**src/rtl/mcu_pkg.sv**
```systemverilog
// Shared definitions for the MCU address/control sequencer: state encoding,
// the minimum column height and a constant-evaluable ceil(log2) helper.
package mcu_pkg;

    localparam logic [1:0] ST_IDLE  = 2'd0;
    localparam logic [1:0] ST_LOAD  = 2'd1;
    localparam logic [1:0] ST_CONV  = 2'd2;
    localparam logic [1:0] ST_DRAIN = 2'd3;

    // Shorter columns cannot hold a 3-row convolution window.
    localparam int MIN_HEIGHT = 3;

    // Number of bits needed to count 0..value-1 (returns 0 for value <= 1).
    function automatic int clog2(input int value);
        int result;
        result = 0;
        for (int i = 0; i < 31; i++) begin
            if ((1 << i) < value) begin
                result = i + 1;
            end
        end
        return result;
    endfunction

endpackage

```
**src/rtl/wrap_counter.sv**
```systemverilog
// Up-counter that steps on en, returns to zero after reaching limit-1 and
// flags that wrapping step with a combinational wrap pulse. clr wins over en.
module wrap_counter #(
    parameter int WIDTH = 10
) (
    input  logic             clk,
    input  logic             rst,
    input  logic             en,
    input  logic             clr,
    input  logic [WIDTH-1:0] limit,
    output logic [WIDTH-1:0] count,
    output logic             wrap
);

    logic [WIDTH-1:0] count_reg;
    logic [WIDTH-1:0] count_next;

    assign wrap  = en && (count_reg == (limit - WIDTH'(1)));
    assign count = count_reg;

    // Next count: clear, wrap to zero on the last value, or step by one.
    always_comb begin
        count_next = count_reg;
        if (clr) begin
            count_next = '0;
        end else if (en) begin
            count_next = wrap ? '0 : (count_reg + WIDTH'(1));
        end
    end

    // Count register, cleared asynchronously by the active-low reset.
    always_ff @(posedge clk or negedge rst) begin
        if (!rst) begin
            count_reg <= '0;
        end else begin
            count_reg <= count_next;
        end
    end

endmodule

```
**src/rtl/mcu_addr_seq.sv**
```systemverilog
// Address and control sequencer feeding the memory control unit: counts pixel
// writes into a column block, then sweeps the read address for one
// convolution pass followed by a fixed write-back drain.
module mcu_addr_seq #(
    parameter int BITS_ADDR = 10,
    parameter int PIPE_LAT  = 2
) (
    input  logic                 clk,
    input  logic                 rst,
    input  logic                 i_valid,
    input  logic                 i_run,
    input  logic [BITS_ADDR-1:0] i_height,
    output logic [BITS_ADDR-1:0] o_WAddr,
    output logic [BITS_ADDR-1:0] o_RAddr,
    output logic                 o_chblk,
    output logic                 o_sop,
    output logic                 o_eop,
    output logic                 o_busy,
    output logic                 o_done,
    output logic                 o_err
);

    import mcu_pkg::*;

    // Drain counter counts down PIPE_LAT-1..0; at least one bit wide.
    localparam int DRAIN_W = (clog2(PIPE_LAT) > 0) ? clog2(PIPE_LAT) : 1;
    localparam logic [DRAIN_W-1:0]   DRAIN_LAST = DRAIN_W'(PIPE_LAT - 1);
    localparam logic [BITS_ADDR-1:0] MIN_H      = BITS_ADDR'(MIN_HEIGHT);

    logic [1:0]           state_reg,  state_next;
    logic [BITS_ADDR-1:0] h_reg,      h_next;
    logic [DRAIN_W-1:0]   drain_reg,  drain_next;
    logic                 loaded_reg, loaded_next;
    logic                 err_reg,    err_next;
    logic                 chblk_reg,  chblk_next;
    logic                 sop_reg,    sop_next;
    logic                 eop_reg,    eop_next;
    logic                 busy_reg,   busy_next;
    logic                 done_reg,   done_next;

    logic                 run_accept;
    logic [BITS_ADDR-1:0] height_clamped;
    logic                 w_en, w_wrap;
    logic                 r_en, r_clr, r_wrap;
    logic [BITS_ADDR-1:0] w_count, r_count;

    assign height_clamped = (i_height < MIN_H) ? MIN_H : i_height;

    // A run in IDLE with a loaded block takes priority over a simultaneous write.
    assign run_accept = (state_reg == ST_IDLE) && i_run && loaded_reg;

    // Writes are taken in LOAD, or in IDLE when they start a new block.
    assign w_en  = i_valid && ((state_reg == ST_LOAD) ||
                               ((state_reg == ST_IDLE) && !run_accept));
    assign r_en  = (state_reg == ST_CONV);
    assign r_clr = (state_reg != ST_CONV);

    wrap_counter #(
        .WIDTH (BITS_ADDR)
    ) u_wcnt (
        .clk   (clk),
        .rst   (rst),
        .en    (w_en),
        .clr   (1'b0),
        .limit (h_reg),
        .count (w_count),
        .wrap  (w_wrap)
    );

    wrap_counter #(
        .WIDTH (BITS_ADDR)
    ) u_rcnt (
        .clk   (clk),
        .rst   (rst),
        .en    (r_en),
        .clr   (r_clr),
        .limit (h_reg),
        .count (r_count),
        .wrap  (r_wrap)
    );

    // State transitions, flag updates and strobe decisions for the next cycle.
    always_comb begin
        state_next  = state_reg;
        h_next      = h_reg;
        drain_next  = drain_reg;
        loaded_next = loaded_reg;
        err_next    = err_reg;
        chblk_next  = 1'b0;
        sop_next    = 1'b0;
        case (state_reg)
            ST_IDLE: begin
                if (run_accept) begin
                    state_next  = ST_CONV;
                    sop_next    = 1'b1;
                    loaded_next = 1'b0;
                    if (i_valid) begin
                        err_next = 1'b1;
                    end
                end else if (i_valid) begin
                    h_next     = height_clamped;
                    state_next = ST_LOAD;
                end else if (i_run) begin
                    err_next = 1'b1;
                end
            end
            ST_LOAD: begin
                if (i_run) begin
                    err_next = 1'b1;
                end
                if (w_wrap) begin
                    chblk_next  = 1'b1;
                    loaded_next = 1'b1;
                    state_next  = ST_IDLE;
                end
            end
            ST_CONV: begin
                if (i_valid) begin
                    err_next = 1'b1;
                end
                if (r_wrap) begin
                    state_next = ST_DRAIN;
                    drain_next = DRAIN_LAST;
                end
            end
            default: begin
                if (i_valid) begin
                    err_next = 1'b1;
                end
                if (drain_reg == '0) begin
                    state_next = ST_IDLE;
                end else begin
                    drain_next = drain_reg - DRAIN_W'(1);
                end
            end
        endcase
        // The read counter reaches h-1 on the next edge (h is at least 3).
        eop_next  = (state_reg == ST_CONV) && (r_count == (h_reg - BITS_ADDR'(2)));
        done_next = (state_next == ST_DRAIN) && (drain_next == '0);
        busy_next = (state_next != ST_IDLE);
    end

    // Control and strobe registers; every output is taken from a flop.
    always_ff @(posedge clk or negedge rst) begin
        if (!rst) begin
            state_reg  <= ST_IDLE;
            h_reg      <= MIN_H;
            drain_reg  <= '0;
            loaded_reg <= 1'b0;
            err_reg    <= 1'b0;
            chblk_reg  <= 1'b0;
            sop_reg    <= 1'b0;
            eop_reg    <= 1'b0;
            busy_reg   <= 1'b0;
            done_reg   <= 1'b0;
        end else begin
            state_reg  <= state_next;
            h_reg      <= h_next;
            drain_reg  <= drain_next;
            loaded_reg <= loaded_next;
            err_reg    <= err_next;
            chblk_reg  <= chblk_next;
            sop_reg    <= sop_next;
            eop_reg    <= eop_next;
            busy_reg   <= busy_next;
            done_reg   <= done_next;
        end
    end

    assign o_WAddr = w_count;
    assign o_RAddr = r_count;
    assign o_chblk = chblk_reg;
    assign o_sop   = sop_reg;
    assign o_eop   = eop_reg;
    assign o_busy  = busy_reg;
    assign o_done  = done_reg;
    assign o_err   = err_reg;

endmodule
```
**config.mk**
```make
export PLATFORM = sky130hd
export DESIGN_NAME = mcu_addr_seq
export DESIGN_NICKNAME = d
export VERILOG_FILES = /design/src/rtl/mcu_pkg.sv /design/src/rtl/wrap_counter.sv /design/src/rtl/mcu_addr_seq.sv
export SDC_FILE = /design/constraint.sdc
export NUM_CORES = 1
export LEC_CHECK = 0
export BUFFER_PORTS_ARGS = -buffer_cell sky130_fd_sc_hd__buf_2
export CAP_MARGIN = 0
export CORE_UTILIZATION = 30
export CTS_CLUSTER_SIZE = 28
export DETAILED_ROUTE_END_ITERATION = 7
export PLACE_DENSITY = 0.48
export SETUP_SLACK_MARGIN = 0.02
export SLEW_MARGIN = 30
export SYNTH_ARGS = -nofsm -noshare
export SYNTH_HDL_FRONTEND = slang
export SYNTH_SLANG_ARGS = --single-unit
```
**constraint.sdc**
```tcl
create_clock -name clk -period 4.1 [get_ports clk]
set_clock_uncertainty 0.05 [all_clocks]
set_input_delay 0.82 -clock clk [delete_from_list [all_inputs] [get_ports clk]]
set_output_delay 0.82 -clock clk [all_outputs]
set_load 0.01 [all_outputs]
```
# == Word-level counts from Yosys, hierarchy flattened ==
# Cells that the tools add are included.
# classes
reduce_logical,17
n_addsub,5
order_cmp,1
n_mux,26
eq_ne,10
bitwise_logic,2
# op_table
operator,n
$mux W10,5
$eq A10 B10 Y1,3
$add A10 B1 Y10 const B,2
$mux W1,12
$lt A10 B2 Y1 const B,1
$mux W2,5
$sub A10 B1 Y10 const B,1
$sub A10 B2 Y10 const B,1
$logic_and A1 B1 Y1,8
$pmux W1 S2,3
$pmux W2 S3,1
$reduce_and A3 Y1,2
$reduce_bool A2 Y1,3
$eq A2 B2 Y1 const B,2
$ne A2 B2 Y1 const B,2
$ne A3 B3 Y1 const B,1
$eq A2 B1 Y1 const B,1
$logic_not A2 Y1,1
$ne A2 B1 Y1 const B,1
$not A1 Y1,2
$reduce_or A2 Y1,1
$logic_not A1 Y1,1
$logic_or A1 B1 Y1,1
$sub A1 B1 Y1 const B,1
# word_totals
reg_bits,40
word_cells,73
out_inout_bits,26

# == Longest topological paths before layout ==
# Gate-level depths: netlist of the first run.
# logic_depth
depth_word,12
ltp_mapped,9

# == Hierarchy ==
# From an unflattened synthesis of the first run, not the netlist that was laid out.
# hier_totals
hier_cells,310
area_unflattened_um2,2808.9
# modules_own_cells
mod,area_each_um2,seq_area_each_um2,cells_each,n_inst
wrap_counter,830.8,250.2,96,2
mcu_addr_seq,1147.4,503.0,118,1

# == Worst setup path after synthesis of the first run ==
# OpenSTA, ideal clock, no wires.
# synth_timing
path_kind,register to register
from,register h_reg[0]
to,register state_reg[0]
path_stages_with_launch,9
setup_ns,0.121
path_buffers,0
t_required_ns,3.929
arrival_ns,2.083
synth_period_minus_slack_ns,2.254
slack_ns,1.846
cell_sequence,dfstp_2 -> inv_1 -> ha_1 -> or3b_4 -> nor3_4 -> o211ai_2 -> a2111oi_4 -> o21ai_1 -> o22a_1
# synth_between
elab_chain_cells,5
# synth_rtl
item,line,text
"start, declared",mcu_addr_seq.sv:31,"logic [BITS_ADDR-1:0] h_reg, h_next;"
"start signal, assigned",mcu_addr_seq.sv:158,h_reg <= h_next;
$sub A10 B1 Y10 *,wrap_counter.sv:18,assign wrap = en && (count_reg == (limit - WIDTH'(1)));
$eq A10 B10 Y1,wrap_counter.sv:18,
$logic_and A1 B1 Y1,wrap_counter.sv:18,
$mux W2 (on tied branches),"mcu_addr_seq.sv:121, mcu_addr_seq.sv:111",
$pmux W2 S3 *,mcu_addr_seq.sv:91,case (state_reg)
net state_next[0],mcu_addr_seq.sv:30,"logic [1:0] state_reg, state_next;"
"end signal, assigned",mcu_addr_seq.sv:157,state_reg <= state_next;
"end, declared",mcu_addr_seq.sv:30,
# Mark *: on every way through the listed nets, which the timed path passes. The rest lies on a longest branch.
# A chain may end at the register's enable or synchronous reset.

# == Worst setup path in the final report of the first run ==
# layout_timing
from,register h_reg[2]
to,register state_reg[0]
# The elaborated chain is that of the path after synthesis.

==> results of run 1 <==
==> per-layer routing <==
metal | GRT usage, % | vias up | wire length, um
met5 | 0 | - | 0
met4 | 5.13 | 0 | 104
met3 | 2.35 | 8 | 191
met2 | 22.4 | 34 | 2650
met1 | 20.7 | 975 | 2990
li1 | - | 1002 | -
==> per-stage QoR <==
step,std cells,power (mW),utilization (%)
finish,408,1.86,35.8
global route,408,2.01,35.8
CTS,408,1.88,35.8
detailed placement,400,1.55,34.5
global placement,399,1.54,34.2
floorplan,268,1.34,-
==> power groups by stage <==
stage	logic, mW	clock network (mW)	registers [mW]
6_report	0.803	0.324	0.732
5_1_grt	0.907	0.345	0.758
4_1_cts	0.811	0.335	0.732
3_5_place_dp	0.806	0	0.741
3_3_place_gp	0.802	0	0.741
2_1_floorplan	0.729	0	0.615
==> kinds of logic after synthesis <==
| kind of cell | Yosys count |
|---|---|
| AOI/OAI and AO/OA | 45 |
| xor gates and xnor gates | 44 |
| adders and majority gates | 4 |
| buffers and inverters | 20 |
| DFF | 40 |
| muxes | 12 |
| and+or+nand+nor | 103 |
==> layout by cell type (no fill, tap or decap), types with 3 or more instances in the layout <==
| master | n |
|---|---|
| sky130_fd_sc_hd__a21oi_1 | 10 |
| sky130_fd_sc_hd__nor3_1 | 4 |
| sky130_fd_sc_hd__nand3_1 | 13 |
| sky130_fd_sc_hd__mux2_2 | 9 |
| sky130_fd_sc_hd__nand2_1 | 18 |
| sky130_fd_sc_hd__nor2_1 | 29 |
| sky130_fd_sc_hd__and3_1 | 5 |
| sky130_fd_sc_hd__nor4_1 | 4 |
| sky130_fd_sc_hd__nand4_1 | 8 |
| sky130_fd_sc_hd__ha_1 | 4 |
| sky130_fd_sc_hd__clkbuf_8 | 5 |
| sky130_fd_sc_hd__inv_1 | 7 |
| sky130_fd_sc_hd__a21o_1 | 4 |
| sky130_fd_sc_hd__xnor2_1 | 22 |
| sky130_fd_sc_hd__buf_2 | 39 |
| sky130_fd_sc_hd__dfrtp_1 | 38 |
| sky130_fd_sc_hd__mux2i_1 | 3 |
| sky130_fd_sc_hd__xor2_1 | 21 |
| sky130_fd_sc_hd__o21ai_0 | 12 |
| sky130_fd_sc_hd__or3_1 | 4 |
| sky130_fd_sc_hd__nor2b_1 | 4 |
==> path summary, 6_finish.rpt <==
kind / startpoint / endpoint / slack, ns
max: h_reg[2] / state_reg[0] / 1.29
min: o_err / o_err / 0.42
max reg2reg: h_reg[2] / state_reg[0] / 1.29
min reg2reg: o_err / o_err / 0.42
max in group asynchronous: rst / h_reg[3] / 3.04
min in group asynchronous: rst / u_wcnt.count[6] / 0.46
==> final cells by class <==
class	count	area, sq um
tap	105	131
clock inverter	2	35.0
fill	835	5270
clock buffer	6	72.6
multi-input combinational	208	1450
sequential	40	1000
inverter	7	26.3
timing repair buffer	40	223
==> results.txt, run 1 <==
----------------------------------------------------
[Placed design]
  Estimated wirelength of the detail-placed design ... 4520 um
  I/O Buffers ... 39
  Post-Place Cell Area ... about 2800 sq um
  Pre-CTS WS ... 1.28 ns
  Global placement routability congestion ... 0.795

[Logic synthesis]
  Sequential fraction of the synthesis area ... 39.4%
  Simple logic cell fraction of the synthesized area ... 21.7%
  XOR/XNOR Fraction of Synth Area ... 15.7%
  Number of enable-type register cells in the synthesized netlist ... 0
  Synth Flop Type ... sky130_fd_sc_hd__dfrtp_1
  Total standard cell area after synthesis ... 2540 sq um
  Seq cells post-synth ... 40
  Warnings, synthesis ... 0
  Most common cell in the synthesized netlist ... sky130_fd_sc_hd__dfrtp_1
  Synth top cells by count ... sky130_fd_sc_hd__dfrtp_1, sky130_fd_sc_hd__nor2_1, sky130_fd_sc_hd__xnor2_1
  Top-area cell type share of the netlist area ... a little under two fifths
  Area fraction in compound gates after synthesis ... 12.5%
  Avg Cell Area, Syn ... 9.50 sq um
  Area contributors post-synth ... sky130_fd_sc_hd__dfrtp_1, sky130_fd_sc_hd__xnor2_1, sky130_fd_sc_hd__xor2_1
  Distinct cells, synth ... 53
  Area share of fa/ha/maj cells after synthesis ... 1.97%
  Post-synthesis instance total ... 268
  Combinational family with the most area after synthesis ... simple AND/OR/NAND/NOR gates
  FFs w/ async S/R, synth ... 100%
  Multiplexer fraction of the synthesized cell area ... 5.16%
  Total nets after synthesis ... 286
  Biggest area consumer among synthesized cells ... sky130_fd_sc_hd__dfrtp_1

[Clock network]
  Clock transition at path regs ... approximately 0.08 ns
  Clock tree from TritonCTS ... done
  Largest buffer count on any clock path ... 2
  # resized after CTS ... 0
  Worst-Skew Late Latency ... 0.30 ns
  CTS H-tree lvls ... 2
  Root cell of the clock tree ... sky130_fd_sc_hd__clkbuf_8
  CTS Buf Count ... 5
  Number of buffers inserted to repair setup after CTS ... 0
  Number of clock sinks seen by CTS ... 40
  Number of hold buffers added after CTS ... 0

[Timing]
  Crit path setup slack, layout ... approximately 1.3 ns
  Slew at the pin with the worst max-slew slack ... 0.742 ns
  Number of hold violations in the final report ... 0
  Count of final setup violators ... 0
  Final-report max-slew violation count ... 0
  Fraction of the cycle the final worst path needs ... 68.6%
  RSZ-0062 raised after global routing ... false
  Min Hold Slack ... 0.423 ns
  Final min period ... approximately 2.8 ns
  Total Neg Setup Slack ... 0 ns
  Fmax ... 356 MHz
  Headroom to the max-slew limit ... approximately half

[Setup path]
  Buffers plus inverters on the worst setup path ... 1
  Element type at the critical path end ... register
  Classification of the worst setup path ... register to register
  Max Fanout on Critical Path ... 13
  Slowest cell on crit path ... sky130_fd_sc_hd__a2111oi_4
  Crit. path cell count ... 8
  Required time at the worst-slack endpoint ... ~4.2 ns
  Crit-path cells ... inv_1 > ha_1 > nor3b_2 > a31o_2 > nand4b_1 > a2111oi_4 > o21ai_1 > o22a_1
  Largest stage delay, worst path ... 0.70 ns
  Kind of cell adding the most delay to the critical path ... compound AO/OA/AOI/OAI gates
  Cell count of the worst reg-to-reg path ... 8
  Crit path arrival time ... 2.94 ns
  Worst Setup Start Kind ... register

[Pwr]
  Switch share ... 42.2%
  Switching power ... around 0.8 mW
  Internal Pwr Total ... approximately 1.1 mW
  Combinational share of power ... between 40 and 50%
  Sequential fraction of design power ... 39.4%
  Part of the total power dissipated in the clock network ... 17.4%
  Peak ir drop on the vdd network ... 0.000286 V
  Total leakage power ... 1.29 nW
  Power Density ... 632 nW/um^2

[Detailed routing]
  Number of DRC violations after detailed-routing iteration 0 ... 122
  Number of search-and-repair iterations in the first detailed-routing pass ... 4
  Detail-routed via count per cell ... 4.95
  Average detailed-routed wire length per instance ... 14.5 um
  Detail Route Antenna Nets ... 0
  Residual DRC count ... 0
  DRT Wirelength ... 5930 um
  Routed vias ... 2019

[Global route]
  Initial antenna violation count ... 0
  Wire length of the first global-routing pass ... 9940 um
  Overflow left after global routing ... 0
  Overall track demand over capacity in global routing ... 14.6%
  Largest net degree at the start of global routing ... 23
  Number of global-route vias before repair ... 1943

[Flow run]
  Total of max-cap violations ... 0

[Floorplanning]
  Die Ht ... 94.1 um
  Horiz. Die Dim ... 94.1 um
  Area of the placeable core ... just over 8000 sq um
  Total die area ... 8860 sq um
  Starting Density ... 31.0%
  # IOs ... 40
  Floorplan row count ... 33

[Cells and area]
  Area grow syn2layout ... 15.7%
  Number of nets in the layout ... 320
  Count of antenna diodes in the layout ... 0
  Final design instance area without fill ... 2940 sq um
  Layout cells sized above 1 ... between 20% and 30%

[Worst hold path]
  Path class of the lowest-slack min-delay path ... register to register
  Worst hold stages ... 1

[Status]
  Run status ... completed

----------------------------------------------------
Power figures use the tool's default switching activity.
==> run 2, diff against run 1 <==
==> constraint.sdc (replaced) <==
create_clock -name clk -period 2.6 [get_ports clk]
set_clock_uncertainty 0.05 [all_clocks]
set_input_delay 0.52 -clock clk [delete_from_list [all_inputs] [get_ports clk]]
set_output_delay 0.52 -clock clk [all_outputs]
set_load 0.01 [all_outputs]
==> results.txt, run 2 (synthesis gave the netlist of run 1 again) <==
----------------------------------------------------
[Timing]
  Headroom to the max-slew limit ... 56.6% (was 50.5%)
  RSZ-0062 raised after global routing ... false (unchanged)
  Final min period ... 2.43 ns (was 2.81 ns)
  Fmax ... 411 MHz (was 356 MHz)
  Count of final setup violators ... 0 (unchanged)
  Final-report max-slew violation count ... 0 (unchanged)
  Total Neg Setup Slack ... 0 ns (unchanged)
  Fraction of the cycle the final worst path needs ... 93.6% (was 68.6%)
  Number of hold violations in the final report ... 0 (unchanged)
  Slew at the pin with the worst max-slew slack ... 0.645 ns (was 0.742 ns)

[Placed design]
  Global placement routability congestion ... 0.824 (was 0.795)
  Estimated wirelength of the detail-placed design ... 4610 um (was 4520 um)
  Post-placement cell count ... 413 (was 400)
  Post-Place Cell Area ... 2910 sq um (was 2840 sq um)
  I/O Buffers ... 39 (unchanged)

[Detailed routing]
  Residual DRC count ... 0 (unchanged)
  Number of search-and-repair iterations in the first detailed-routing pass ... 4 (unchanged)
  Number of DRC violations after detailed-routing iteration 0 ... 99 (was 122)
  DRT Wirelength ... 6240 um (was 5930 um)
  Routed vias ... 2078 (was 2019)
  Detail-routed via count per cell ... 4.90 (was 4.95)
  Average detailed-routed wire length per instance ... 14.7 um (was 14.5 um)
  Detail Route Antenna Nets ... 0 (unchanged)

[Floorplanning]
  Total die area ... 8860 sq um (unchanged)
  Horiz. Die Dim ... 94.1 um (unchanged)
  # IOs ... 40 (unchanged)
  Starting Density ... 31.0% (unchanged)
  Floorplan row count ... 33 (unchanged)
  Area of the placeable core ... 8220 sq um (unchanged)
  Die Ht ... 94.1 um (unchanged)

[Cells and area]
  Area grow syn2layout ... 20.9% (was 15.7%)
  Number of nets in the layout ... 336 (was 320)
  Commonest cells after routing, fill and taps aside ... sky130_fd_sc_hd__dfrtp_1, sky130_fd_sc_hd__buf_2, sky130_fd_sc_hd__nor2_1 (was sky130_fd_sc_hd__buf_2, sky130_fd_sc_hd__dfrtp_1, sky130_fd_sc_hd__nor2_1)
  Final design instance area without fill ... 3080 sq um (was 2940 sq um)
  Layout cells sized above 1 ... 28.2% (was 23.1%)
  Count of antenna diodes in the layout ... 0 (unchanged)
  Total area of multi-input combinational cells ... 1480 sq um (was 1450 sq um)
  Final std cells w/o fill ... 424 (was 408)
  Sequential cell area in the final layout ... 1000 sq um (unchanged)
  Count of fill cells added during filler insertion ... 833 (was 835)

[Global route]
  Wire length of the first global-routing pass ... 10200 um (was 9940 um)
  Number of global-route vias before repair ... 1971 (was 1943)
  Overflow left after global routing ... 0 (unchanged)
  Overall track demand over capacity in global routing ... 15.1% (was 14.6%)
  Largest net degree at the start of global routing ... 41 (was 23)
  Initial antenna violation count ... 0 (unchanged)

[Setup path]
  Critical path launch point ... h_reg[1] (was h_reg[2])
  Max Fanout on Critical Path ... 10 (was 13)
  Reg-to-Reg End ... u_rcnt.count[7] (was state_reg[0])
  Element type at the critical path end ... register (unchanged)
  Crit path arrival time ... 2.56 ns (was 2.94 ns)
  Classification of the worst setup path ... register to register (unchanged)
  R2R setup slack ... 0.17 ns (was 1.29 ns)
  Required time at the worst-slack endpoint ... 2.72 ns (was 4.23 ns)
  Cell count of the worst reg-to-reg path ... 8 (unchanged)
  Crit path to ... u_rcnt.count[7] (was state_reg[0])
  Critical R2R Launch ... h_reg[1] (was h_reg[2])
  Worst Setup Start Kind ... register (unchanged)

[Clock network]
  Clock transition at path regs ... 0.09 ns (was 0.08 ns)
  Clock tree from TritonCTS ... done (unchanged)
  CTS Buf Count ... 5 (unchanged)
  Number of clock sinks seen by CTS ... 40 (unchanged)
  Largest buffer count on any clock path ... 2 (unchanged)
  CTS H-tree lvls ... 2 (unchanged)
  Root cell of the clock tree ... sky130_fd_sc_hd__clkbuf_8 (unchanged)
  Worst-Skew Late Latency ... 0.31 ns (was 0.30 ns)

[Flow run]
  Total of max-cap violations ... 0 (unchanged)

[Pwr]
  Total leakage power ... 1.37 nW (was 1.29 nW)
  Peak ir drop on the vdd network ... 0.000370 V (was 0.000286 V)
  Power Density ... 1000 nW/um^2 (was 632 nW/um^2)

[Worst hold path]
  Path class of the lowest-slack min-delay path ... input pin to async pin (was register to register)

[Status]
  Run status ... completed (unchanged)

----------------------------------------------------
[run 2: cell types whose count changed in the layout (fill, tap and decap cells not counted), moves of 2 or more]
cell                      change
sky130_fd_sc_hd__buf_4       +17
sky130_fd_sc_hd__ha_1         -2
sky130_fd_sc_hd__ha_2         +2
sky130_fd_sc_hd__nor3b_2      -2
sky130_fd_sc_hd__nor3b_4      +2
[run 2: worst min-delay path by stage]
| stage | from | to |
|---|---|---|
| after global placement | o_err | o_err |
| after detailed placement | o_err | o_err |
| after global routing | rst | o_err |
| after floorplan | rst | drain_reg |
| final | rst | loaded_reg |
| after CTS | rst | h_reg[2] |
[run 2: worst max-delay path, cell delays in order, from the launching register on]
cell and delay (ns):
sky130_fd_sc_hd__dfstp_2 0.58, sky130_fd_sc_hd__inv_1 0.08, sky130_fd_sc_hd__ha_2 0.36, sky130_fd_sc_hd__xor2_1 0.14
sky130_fd_sc_hd__nand2_1 0.06, sky130_fd_sc_hd__nor3_1 0.21, sky130_fd_sc_hd__nand4_1 0.23, sky130_fd_sc_hd__o31ai_4 0.48
sky130_fd_sc_hd__nor2_1 0.11
[run 2: final cells by class]
class | instances | area share, %
Sequential cell | 40 | 32.6
Timing Repair Buffer | 56 | 10.7
Inverter | 7 | 0.854
Clock buffer | 5 | 2.24
Clock inverter | 3 | 1.38
Tap cell | 105 | 4.27
Multi-Input combinational cell | 208 | 48.0
[run 2: metrics by stage]
step                worst slack [ns]  hold WS [ns]  util [%]  total power, mW
floorplan                      0.346         0.174         -             2.12
finish                         0.168         0.140      37.5             3.09
CTS                           0.0411         0.336      36.8             3.06
global route                  0.0301         0.177      37.5             3.32
detailed placement            0.0791         0.411      35.5             2.53
global placement              0.0306         0.409      35.5             2.52
[run 2: per-layer routing]
layer  wire, um  track usage (%)  share of wire (%)
met1       3120             21.2                 50
met3        248             2.83                4.0
met4         87             5.38                1.4
met5          0                0                  0
met2       2780             23.0                 45
[run 2: what timing repair did]
action	in CTS	in global routing
setup endpoints to repair	0	13
setup buffers	0	3
gates resized for setup	0	7
hold buffers	0	0
[run 2: power breakdown]
group | switching [mW] | leakage (nW) | internal (mW)
registers | 0.291 | 0.511 | 0.794
clock network | 0.246 | 0.0541 | 0.284
logic | 0.771 | 0.801 | 0.705
==> run 3, diff against run 2 <==
--- a/config.mk
+++ b/config.mk
@@ -11,7 +11,7 @@
 export CTS_CLUSTER_SIZE = 28
 export DETAILED_ROUTE_END_ITERATION = 7
 export PLACE_DENSITY = 0.48
-export SETUP_SLACK_MARGIN = 0.02
+export SETUP_SLACK_MARGIN = 0.4
 export SLEW_MARGIN = 30
 export SYNTH_ARGS = -nofsm -noshare
 export SYNTH_HDL_FRONTEND = slang
==> constraint.sdc (replaced) <==
create_clock -name clk -period 2.6 [get_ports clk]
set_clock_uncertainty 0.05 [all_clocks]
set_input_delay 0.39 -clock clk [delete_from_list [all_inputs] [get_ports clk]]
set_output_delay 0.39 -clock clk [all_outputs]
set_load 0.01 [all_outputs]
==> results.txt, run 3 (synthesis gave the netlist of run 1 again) <==
----------------------------------------------------
[Status]
  Run status ... completed (unchanged)

[Cells and area]
  Count of antenna diodes in the layout ... 0 (unchanged)
  Final design instance area without fill ... 3170 sq um (was 3080 sq um)
  Count of fill cells added during filler insertion ... 797 (was 833)
  Layout cells sized above 1 ... 33.5% (was 28.2%)
  Area grow syn2layout ... 24.7% (was 20.9%)
  Total area of multi-input combinational cells ... 1560 sq um (was 1480 sq um)
  Number of nets in the layout ... 336 (unchanged)
  Most frequent standard cell in the layout excluding fill and tap cells ... sky130_fd_sc_hd__buf_2
  Sequential cell area in the final layout ... 1010 sq um (was 1000 sq um)
  Final std cells w/o fill ... 424 (unchanged)
  Commonest cells after routing, fill and taps aside ... sky130_fd_sc_hd__buf_2, sky130_fd_sc_hd__dfrtp_1, sky130_fd_sc_hd__nor2_1 (was sky130_fd_sc_hd__dfrtp_1, sky130_fd_sc_hd__buf_2, sky130_fd_sc_hd__nor2_1)

[Detailed routing]
  Number of search-and-repair iterations in the first detailed-routing pass ... 4 (unchanged)
  Average detailed-routed wire length per instance ... 14.8 um (was 14.7 um)
  Routed vias ... 2100 (was 2078)
  Detail-routed via count per cell ... 4.95 (was 4.90)
  Number of DRC violations after detailed-routing iteration 0 ... 67 (was 99)
  Residual DRC count ... 0 (unchanged)
  DRT Wirelength ... 6270 um (was 6240 um)
  Detail Route Antenna Nets ... 0 (unchanged)

[Pwr]
  Power Density ... 1000 nW/um^2 (about the same)
  Peak ir drop on the vdd network ... 0.000401 V (was 0.000370 V)
  Total leakage power ... 1.38 nW (was 1.37 nW)

[Global route]
  Met3 Usage GRT ... 2.91% (was 2.83%)
  Number of global-route vias before repair ... 2081 (was 1971)
  Largest net degree at the start of global routing ... 41 (unchanged)
  GR Util met2 ... 24.9% (was 23.0%)
  Initial antenna violation count ... 0 (unchanged)
  GR Util met1 ... 21.2% (about the same)
  Global routing's busiest layer ... met2 (unchanged)
  Overall track demand over capacity in global routing ... 15.4% (was 15.1%)
  Wire length of the first global-routing pass ... 10400 um (was 10200 um)
  Overflow left after global routing ... 0 (unchanged)

[Setup path]
  Element type at the critical path end ... register (unchanged)
  Critical R2R Launch ... h_reg[1] (unchanged)
  Crit-path cells ... inv_4 > ha_4 > or3b_4 > nor3_4 > o211ai_2 > a2111oi_4 > buf_4 > o21ai_2 > o22a_1 (was inv_1 > ha_2 > xor2_1 > nand2_1 > nor3_1 > nand4_1 > o31ai_4 > nor2_1)
  Worst Setup Start Kind ... register (unchanged)
  R2R setup slack ... 0.35 ns (was 0.17 ns)
  Largest stage delay, worst path ... 0.41 ns (was 0.58 ns)
  Max Fanout on Critical Path ... 4 (was 10)
  Classification of the worst setup path ... register to register (unchanged)
  Cell count of the worst reg-to-reg path ... 9 (was 8)
  Required time at the worst-slack endpoint ... 2.74 ns (was 2.72 ns)
  Slowest cell on crit path ... sky130_fd_sc_hd__or3b_4 (was sky130_fd_sc_hd__dfstp_2)
  Reg-to-Reg End ... state_reg[0] (was u_rcnt.count[7])
  Crit path arrival time ... 2.39 ns (was 2.56 ns)

[Placed design]
  Post-Place Cell Area ... 2890 sq um (was 2910 sq um)
  Global placement routability congestion ... 0.818 (was 0.824)
  Estimated wirelength of the detail-placed design ... 4630 um (was 4610 um)
  Pre-CTS WS ... 0.0834 ns (was 0.0791 ns)
  I/O Buffers ... 39 (unchanged)
  Post-placement cell count ... 407 (was 413)

[Timing]
  Headroom to the max-slew limit ... 64.9% (was 56.6%)
  Count of final setup violators ... 0 (unchanged)
  Slew at the pin with the worst max-slew slack ... 0.527 ns (was 0.645 ns)
  Fmax ... 445 MHz (was 411 MHz)
  RSZ-0062 raised after global routing ... true (was false)
  Final-report max-slew violation count ... 0 (unchanged)
  Number of hold violations in the final report ... 0 (unchanged)
  Total Neg Setup Slack ... 0 ns (unchanged)
  Fraction of the cycle the final worst path needs ... 86.4% (was 93.6%)
  Final min period ... 2.25 ns (was 2.43 ns)
  Crit path setup slack, layout ... 0.354 ns (was 0.168 ns)

[Worst hold path]
  Path class of the lowest-slack min-delay path ... input pin to async pin (unchanged)

[Floorplanning]
  Horiz. Die Dim ... 94.1 um (unchanged)
  Area of the placeable core ... 8220 sq um (unchanged)
  Floorplan row count ... 33 (unchanged)
  Die Ht ... 94.1 um (unchanged)
  # IOs ... 40 (unchanged)
  Total die area ... 8860 sq um (unchanged)
  Starting Density ... 31.0% (unchanged)

[Clock network]
  Clock transition at path regs ... 0.08 ns (was 0.09 ns)
  Root cell of the clock tree ... sky130_fd_sc_hd__clkbuf_8 (unchanged)
  Number of clock sinks seen by CTS ... 40 (unchanged)
  Worst-Skew Late Latency ... 0.30 ns (was 0.31 ns)
  Clock tree from TritonCTS ... done (unchanged)
  CTS H-tree lvls ... 2 (unchanged)
  CTS Buf Count ... 5 (unchanged)
  Largest buffer count on any clock path ... 2 (unchanged)

[Flow run]
  Total of max-cap violations ... 0 (unchanged)

----------------------------------------------------
-- run 3: cell count changes in the layout (fill, tap and decap cells not counted), sizes merged --
cell      delta
bufinv       -1
clkbuf       +1
clkinv       +1
clkinvlp     -1
-- run 3: repair_timing --
action,4_1_cts,5_1_grt
pin swaps,12,6
setup endpoints to repair,25,25
hold buffers,0,0
setup buffers,5,4
resized for setup,15,13
-- run 3: per-layer routing --
metal  wire, um  vias to the layer above
met1       3140                     1030
met3        196                        5
met2       2870                       27
met4         65                        0
met5          0                        -
li1           -                     1038
-- run 3: worst max path at each step --
stage / start / depth (start not counted) / slack, ns / to
3_5_place_dp: h_reg[1] / 9 / 0.08 / u_wcnt.count[7]
2_1_floorplan: h_reg[1] / 8 / 0.41 / state_reg[0]
5_1_grt: h_reg[1] / 9 / 0.25 / state_reg[0]
3_3_place_gp: h_reg[1] / 9 / 0.17 / u_wcnt.count[7]
4_1_cts: h_reg[1] / 9 / 0.35 / state_reg[0]
6_report: h_reg[1] / 9 / 0.35 / state_reg[0]
-- run 3: power breakdown --
| group | switching (mW) | total (mW) | internal (mW) |
|---|---|---|---|
| combinational | 0.800 | 1.59 | 0.792 |
| clock | 0.235 | 0.448 | 0.212 |
| sequential | 0.342 | 1.14 | 0.797 |
-- run 3: stage by stage --
| step | util (%) | hold WS, ns | power [mW] |
|---|---|---|---|
| finish | 38.6 | 0.0131 | 3.18 |
| detailed placement | 35.2 | 0.373 | 2.53 |
| CTS | 37.6 | 0.0428 | 3.11 |
| global route | 38.6 | 0.0700 | 3.42 |
| global placement | 35.1 | 0.407 | 2.52 |
| floorplan | - | 0.0444 | 2.15 |
-- run 3: final cells by class --
cell class                      instances  area share [%]
Timing Repair Buffer                   56            11.2
Multi-Input combinational cell        208            49.2
Inverter                                7           0.907
Tap cell                              105            4.14
Clock inverter                          2           0.315
Clock buffer                            6            2.60
Sequential cell                        40            31.7
-- run 3: critical path, delay by kind of cell (launching register included) --
kind                       cells  cell delay (ns)
DFF                            1             0.39
adders and majority gates      1             0.15
and+or+nand+nor                2             0.64
AOI/OAI and AO/OA              4             0.65
buffers and inverters          2             0.26
